### config.mk
export PLATFORM = sky130hd
export DESIGN_NAME = bram_debug_sequencer
export DESIGN_NICKNAME = d
export VERILOG_FILES = /design/src/rtl/bram_debug_sequencer.sv
export SDC_FILE = /design/constraint.sdc
export NUM_CORES = 1
export LEC_CHECK = 0
export ABC_CLOCK_PERIOD_IN_PS = 2700
export BUFFER_PORTS_ARGS = -buffer_cell sky130_fd_sc_hd__buf_2
export CAP_MARGIN = 20
export CORE_MARGIN = 2
export CORE_UTILIZATION = 25
export DETAILED_ROUTE_END_ITERATION = 7
export GPL_TIMING_DRIVEN = 1
export HOLD_SLACK_MARGIN = 0.02
export PLACE_DENSITY = 0.45
export SETUP_SLACK_MARGIN = 0.5
export SYNTH_ARGS = -nofsm -noshare
export SYNTH_HDL_FRONTEND = slang
export SYNTH_SLANG_ARGS = --single-unit
export TNS_END_PERCENT = 30
### constraint.sdc
create_clock -name CPU_CLK -period 2.7 [get_ports CPU_CLK]
set_clock_uncertainty 0.1 [all_clocks]
set_input_delay 0.54 -clock CPU_CLK [delete_from_list [all_inputs] [get_ports CPU_CLK]]
set_output_delay 0.54 -clock CPU_CLK [all_outputs]
set_load 0.05 [all_outputs]
### src/rtl/bram_debug_sequencer.sv
// Command-driven load/run/dump sequencer for RV32Core's InstRAM/DataRAM debug ports.
// Replaces the bench-driven flow: streams words in, runs the core for N cycles, streams words out.
module bram_debug_sequencer #(
    parameter int unsigned LEN_W      = 13,
    parameter int unsigned RD_LAT     = 1,
    parameter int unsigned RST_CYCLES = 4
) (
    input  logic             CPU_CLK,
    input  logic             CPU_RST,
    input  logic             Cmd_Valid,
    output logic             Cmd_Ready,
    input  logic [2:0]       Cmd_Op,
    input  logic [31:0]      Cmd_Addr,
    input  logic [LEN_W-1:0] Cmd_Len,
    input  logic             In_Valid,
    output logic             In_Ready,
    input  logic [31:0]      In_Data,
    output logic             Out_Valid,
    input  logic             Out_Ready,
    output logic [31:0]      Out_Data,
    output logic [31:0]      Out_Addr,
    output logic             Core_Rst_Out,
    output logic [31:0]      CPU_Debug_DataRAM_A2,
    output logic [31:0]      CPU_Debug_DataRAM_WD2,
    output logic [3:0]       CPU_Debug_DataRAM_WE2,
    input  logic [31:0]      CPU_Debug_DataRAM_RD2,
    output logic [31:0]      CPU_Debug_InstRAM_A2,
    output logic [31:0]      CPU_Debug_InstRAM_WD2,
    output logic [3:0]       CPU_Debug_InstRAM_WE2,
    input  logic [31:0]      CPU_Debug_InstRAM_RD2,
    output logic             Busy,
    output logic             Done,
    output logic             Error
);

    typedef enum logic [2:0] {
        IDLE, LOAD, RUN_RST, RUN_EXEC, DUMP_ADDR, DUMP_WAIT, DUMP_OUT
    } state_e;

    typedef enum logic [2:0] {
        OP_LOAD_DATA = 3'b000,
        OP_LOAD_INST = 3'b001,
        OP_RUN       = 3'b010,
        OP_DUMP_DATA = 3'b011,
        OP_DUMP_INST = 3'b100
    } op_e;

    // One counter serves both the reset hold and the read-latency wait.
    localparam int unsigned CNT_MAX = (RST_CYCLES > RD_LAT + 1) ? RST_CYCLES : RD_LAT + 1;
    localparam int unsigned CNT_W   = $clog2(CNT_MAX + 1);

    state_e             state_q, state_d;
    logic [31:0]        addr_q, addr_d;
    logic [LEN_W-1:0]   rem_q, rem_d;
    logic [CNT_W-1:0]   cnt_q, cnt_d;
    logic               sel_inst_q, sel_inst_d;
    logic               in_ready_q, in_ready_d;
    logic               out_valid_q, out_valid_d;
    logic [31:0]        out_data_q, out_data_d;
    logic [31:0]        out_addr_q, out_addr_d;
    logic               core_rst_q, core_rst_d;
    logic               done_q, done_d;
    logic               error_q, error_d;
    logic [31:0]        dram_a2_q, dram_a2_d, dram_wd2_q, dram_wd2_d;
    logic [3:0]         dram_we2_q, dram_we2_d;
    logic [31:0]        iram_a2_q, iram_a2_d, iram_wd2_q, iram_wd2_d;
    logic [3:0]         iram_we2_q, iram_we2_d;

    always_comb begin
        state_d     = state_q;
        addr_d      = addr_q;
        rem_d       = rem_q;
        cnt_d       = cnt_q;
        sel_inst_d  = sel_inst_q;
        in_ready_d  = in_ready_q;
        out_valid_d = out_valid_q;
        out_data_d  = out_data_q;
        out_addr_d  = out_addr_q;
        core_rst_d  = core_rst_q;
        done_d      = 1'b0;
        error_d     = 1'b0;
        dram_a2_d   = dram_a2_q;
        dram_wd2_d  = dram_wd2_q;
        dram_we2_d  = '0;
        iram_a2_d   = iram_a2_q;
        iram_wd2_d  = iram_wd2_q;
        iram_we2_d  = '0;

        case (state_q)
            IDLE: begin
                if (Cmd_Valid) begin
                    addr_d = Cmd_Addr & ~32'h3;
                    rem_d  = Cmd_Len;
                    case (Cmd_Op)
                        OP_LOAD_DATA, OP_LOAD_INST: begin
                            sel_inst_d = (Cmd_Op == OP_LOAD_INST);
                            if (Cmd_Len == '0) begin
                                done_d = 1'b1;
                            end else begin
                                state_d    = LOAD;
                                in_ready_d = 1'b1;
                            end
                        end
                        OP_RUN: begin
                            if (Cmd_Len == '0) begin
                                done_d = 1'b1;
                            end else begin
                                state_d = RUN_RST;
                                cnt_d   = CNT_W'(RST_CYCLES - 1);
                            end
                        end
                        OP_DUMP_DATA, OP_DUMP_INST: begin
                            sel_inst_d = (Cmd_Op == OP_DUMP_INST);
                            if (Cmd_Len == '0) begin
                                done_d = 1'b1;
                            end else begin
                                state_d = DUMP_ADDR;
                            end
                        end
                        default: begin
                            done_d  = 1'b1;
                            error_d = 1'b1;
                        end
                    endcase
                end
            end

            // in_ready_q doubles as "words still outstanding"
            LOAD: begin
                if (in_ready_q) begin
                    if (In_Valid) begin
                        if (sel_inst_q) begin
                            iram_a2_d  = addr_q;
                            iram_wd2_d = In_Data;
                            iram_we2_d = '1;
                        end else begin
                            dram_a2_d  = addr_q;
                            dram_wd2_d = In_Data;
                            dram_we2_d = '1;
                        end
                        addr_d = addr_q + 32'd4;
                        rem_d  = rem_q - LEN_W'(1);
                        if (rem_q == LEN_W'(1)) begin
                            in_ready_d = 1'b0;
                        end
                    end
                end else begin
                    done_d  = 1'b1;
                    state_d = IDLE;
                end
            end

            RUN_RST: begin
                if (cnt_q == '0) begin
                    state_d    = RUN_EXEC;
                    core_rst_d = 1'b0;
                end else begin
                    cnt_d = cnt_q - CNT_W'(1);
                end
            end

            RUN_EXEC: begin
                rem_d = rem_q - LEN_W'(1);
                if (rem_q == LEN_W'(1)) begin
                    core_rst_d = 1'b1;
                    done_d     = 1'b1;
                    state_d    = IDLE;
                end
            end

            DUMP_ADDR: begin
                if (sel_inst_q) begin
                    iram_a2_d = addr_q;
                end else begin
                    dram_a2_d = addr_q;
                end
                cnt_d   = CNT_W'(RD_LAT);
                state_d = DUMP_WAIT;
            end

            DUMP_WAIT: begin
                if (cnt_q == '0) begin
                    out_data_d  = sel_inst_q ? CPU_Debug_InstRAM_RD2 : CPU_Debug_DataRAM_RD2;
                    out_addr_d  = addr_q;
                    out_valid_d = 1'b1;
                    state_d     = DUMP_OUT;
                end else begin
                    cnt_d = cnt_q - CNT_W'(1);
                end
            end

            DUMP_OUT: begin
                if (Out_Ready) begin
                    out_valid_d = 1'b0;
                    addr_d      = addr_q + 32'd4;
                    rem_d       = rem_q - LEN_W'(1);
                    if (rem_q == LEN_W'(1)) begin
                        done_d  = 1'b1;
                        state_d = IDLE;
                    end else begin
                        state_d = DUMP_ADDR;
                    end
                end
            end

            default: state_d = IDLE;
        endcase
    end

    always_ff @(posedge CPU_CLK) begin
        if (CPU_RST) begin
            state_q     <= IDLE;
            addr_q      <= '0;
            rem_q       <= '0;
            cnt_q       <= '0;
            sel_inst_q  <= 1'b0;
            in_ready_q  <= 1'b0;
            out_valid_q <= 1'b0;
            out_data_q  <= '0;
            out_addr_q  <= '0;
            core_rst_q  <= 1'b1;
            done_q      <= 1'b0;
            error_q     <= 1'b0;
            dram_a2_q   <= '0;
            dram_wd2_q  <= '0;
            dram_we2_q  <= '0;
            iram_a2_q   <= '0;
            iram_wd2_q  <= '0;
            iram_we2_q  <= '0;
        end else begin
            state_q     <= state_d;
            addr_q      <= addr_d;
            rem_q       <= rem_d;
            cnt_q       <= cnt_d;
            sel_inst_q  <= sel_inst_d;
            in_ready_q  <= in_ready_d;
            out_valid_q <= out_valid_d;
            out_data_q  <= out_data_d;
            out_addr_q  <= out_addr_d;
            core_rst_q  <= core_rst_d;
            done_q      <= done_d;
            error_q     <= error_d;
            dram_a2_q   <= dram_a2_d;
            dram_wd2_q  <= dram_wd2_d;
            dram_we2_q  <= dram_we2_d;
            iram_a2_q   <= iram_a2_d;
            iram_wd2_q  <= iram_wd2_d;
            iram_we2_q  <= iram_we2_d;
        end
    end

    assign Cmd_Ready             = (state_q == IDLE);
    assign Busy                  = (state_q != IDLE);
    assign In_Ready              = in_ready_q;
    assign Out_Valid             = out_valid_q;
    assign Out_Data              = out_data_q;
    assign Out_Addr              = out_addr_q;
    assign Core_Rst_Out          = core_rst_q;
    assign Done                  = done_q;
    assign Error                 = error_q;
    assign CPU_Debug_DataRAM_A2  = dram_a2_q;
    assign CPU_Debug_DataRAM_WD2 = dram_wd2_q;
    assign CPU_Debug_DataRAM_WE2 = dram_we2_q;
    assign CPU_Debug_InstRAM_A2  = iram_a2_q;
    assign CPU_Debug_InstRAM_WD2 = iram_wd2_q;
    assign CPU_Debug_InstRAM_WE2 = iram_we2_q;

endmodule

==> out/metrics.cfg <==
[routing]
vias_per_cell = 4.73
drc = 0
wire_per_inst_um = 16.9
drt_wl_total_um = 37800
vias = 10605
drtPass1Iterations = 5
antenna_left = 0
drt-initial-drc-count = 599

[synthesis]
synth_compound_area_frac = 0.193
syn-cell-area_um2 = 10700
synthTopCellsByCount = nand2_1 (352), dfxtp_1 (243), a21oi_1 (198)
syn_inst = 1360
synth_area_leaders = dfxtp_1 (46%), nand2_1 (12%), a21oi_1 (9.3%)
synth_top_area_share = 0.456
yosysWarnings = 0
ys_seq_area_frac = 0.456
synth_top_family_by_area = simple AND/OR/NAND/NOR gates
post_synth_num_cell_types = 76
synth_top_cell_by_area = dfxtp_1
ys_seq_elements = 243
synth-xor-area-share = 0.000821
synth_simple_gate_area_frac = 0.248
post-synth-top-count-cell = nand2_1
ys.flop_type = dfxtp_1
synthMuxAreaShare = 0.0358
async_reset_ff_frac = 0
synth.avg_cell_area_um2 = 7.84
synth_edf_count = 0
synthAdderAreaFrac = 0.00586

[sta]
drv_slew = 0
relSlewSlack = 0.583
setup_slack_ps = 503
rsz0062_at_grt = true
worst_pin_slew_ps = 617
hold_viol = 0
fin_crit_ps = 2200
fmax_ghz = 0.455
setup_violations = 0
finalCritPeriodShare = 0.814
setup_tns_ps = 0

[place]
place_ws_ps = 343
hpwlAfterDp_um = 25500
routabilityCongestion = 0.797
io_buffers = 347

[grt]
grt_usage = 0.162
grt_antenna_before_repair = 8
grt_pass1_wl_um = 57200
overflow = 0
grt_pass1_vias = 10001
grt_max_degree = 85

[min_path]
hold-path-endpoint = CPU_Debug_DataRAM_WD2[4]
hold_class = primary input to register
worstHoldPathCells = 3
hold_path_startpoint = In_Data[4]

[clock_network]
cts_tree = built
clk_pin_slew_worst_paths_ps = 60
holdBufCountCts = 0
cts-root-buf = clkbuf_16
htreeDepth = 1
worst_skew_pair.late_latency_ps = 560
cts_inserted_buffers = 29
cts.path.max_buffers = 3
clock-sinks = 243

[floorplanning]
placementRows = 75
die_y_um = 211
pin_count = 356
start_util = 0.254
core_area_um2 = 42000
die-area_um2 = 44300
die_w_um = 211

[worst_setup_path]
r2r-end = addr_q[13]
worstPathRequired_ps = 2060
path_buf_inv = 3
path_cells = buf_8, nor3_4, inv_2, buf_6
critical_path_class = register to output port
slowest_delay_ps = 360
cpLargestDelayFamily = flip-flops
endpoint_kind = output port
startpoint_type = register
arrival_ps = 1560
critPathMaxFanout = 3
critical-path-slowest-cell = dfxtp_4
rr_startpoint = state_q[1]
r2r_setup_slack_ps = 530
r2r_cells = 8

[run_status]
status = completed

[final_layout]
syn_to_final_growth_pct = 33.0
drive_above_1_share = 0.292
fin_nets = 1830

[power]
ir_drop_mv = 0.460
power_density_nw_per_um2 = 884
power.leakage_nw = 5.78

[job]
max_cap_violations = 0

[per-layer routing]
| metal | GRT usage | vias to the layer above | part of all wire |
|---|---|---|---|
| li1 | - | 5311 | - |
| met1 | 0.218 | 4939 | 0.47 |
| met2 | 0.262 | 290 | 0.45 |
| met3 | 0.0358 | 57 | 0.057 |
| met4 | 0.0410 | 8 | 0.021 |
| met5 | 0 | - | 0.0013 |
[worst max path at each step]
stage,depth (start not counted),slack [ps],from,endpoint
final,4,500,state_q[1],Busy
after global routing,8,430,state_q[1],addr_q[27]
after CTS,5,440,addr_q[6],addr_q[27]
after detailed placement,6,340,state_q[0],CPU_Debug_DataRAM_A2[22]
after global placement,5,370,state_q[0],addr_q[16]
after floorplan,7,500,state_q[0],state_q[1]
[sequential cells by signal (all words and copies together), names as in the netlist]
name / cells
CPU_Debug_DataRAM_WD2: 32
CPU_Debug_InstRAM_WD2: 32
Out_Data: 32
CPU_Debug_DataRAM_A2: 30
CPU_Debug_InstRAM_A2: 30
Out_Addr: 30
addr_q: 30
rem_q: 13
cnt_q: 3
state_q: 3
CPU_Debug_DataRAM_WE2: 1
CPU_Debug_InstRAM_WE2: 1
Core_Rst_Out: 1
Done: 1
Error: 1
In_Ready: 1
Out_Valid: 1
sel_inst_q: 1
[where the power goes]
group / switching (W) / internal, W
clock: 0.00160 / 0.00227
combinational: 0.00268 / 0.00151
sequential: 0.000492 / 0.00399
[timing repair]
| action | 4_1_cts | 5_1_grt |
|---|---|---|
| gates resized for setup | 16 | 13 |
| pin swaps | 1 | 6 |
| setup buffers | 8 | 10 |
| endpoints found under the setup margin | 99 | 61 |
| cloned | 0 | 1 |
[per-stage QoR]
step,power [W],utilization,instances,hold WS [ps],cell area (um^2)
CTS,0.0125,0.334,2225,106,14000
detailed placement,0.00845,0.309,2165,343,13000
global placement,0.00842,0.309,2165,339,13000
floorplan,0.00721,-,1365,360,10700
global route,0.0133,0.337,2238,127,14200
finish,0.0126,0.338,2240,140,14200
[cell usage in the layout (no fill, tap or decap), drive strengths merged, types with 4 or more instances in the layout]
cell type | netlist | layout
nand3 | 35 | 35
inv | 18 | 19
nor3b | 6 | 6
a211oi | 40 | 40
o21ai | 38 | 38
dfxtp | 243 | 243
nor4 | 11 | 11
nor2b | 6 | 6
nand3b | 7 | 7
o31ai | 6 | 6
ha | 5 | 5
or3 | 12 | 12
mux2i | 37 | 37
and3 | 11 | 11
nand2 | 352 | 352
a31oi | 7 | 7
nand4 | 10 | 10
a311oi | 4 | 4
conb | 1 | 6
nor4b | 4 | 4
o211ai | 4 | 4
nor3 | 25 | 25
nor2 | 73 | 73
nand2b | 6 | 6
a21o | 13 | 13
and4 | 5 | 5
clkbuf | 72 | 41
diode | 0 | 4
o22ai | 5 | 5
buf | 52 | 402
a21boi | 4 | 4
or4 | 4 | 4
a221oi | 4 | 4
a21oi | 200 | 200
clkinv | 0 | 9
[final cells by class]
class | instances | area, um^2
fillers | 4561 | 27800
multi-input cells | 980 | 5260
flip-flops and latches | 243 | 4880
repair buffers | 404 | 2350
clock buffers | 39 | 843
well taps | 539 | 674
clock inverters | 13 | 103
inverters | 18 | 67.6
diodes | 4 | 10.0
[worst reg2reg max path: stages (launching register included)]
cell and delay, ps:
dfxtp_4 360, buf_4 150, buf_4 160, or4b_1 540, o211ai_4 160, buf_12 190, buf_4 130, o21ai_1 60
a221oi_1 220
[kinds of logic (layout without fill, tap and decap cells)]
| kind of cell | count (synthesis) | after routing |
|---|---|---|
| other | 1 | 10 |
| flip-flops | 243 | 243 |
| AND/OR/NAND/NOR | 582 | 582 |
| XOR/XNOR | 1 | 1 |
| multiplexers | 38 | 38 |
| AO/OA/AOI/OAI | 348 | 348 |
| buffers and inverters | 142 | 474 |
| adder cells (fa/ha/maj) | 5 | 5 |
(Power assumes the default switching activity.)
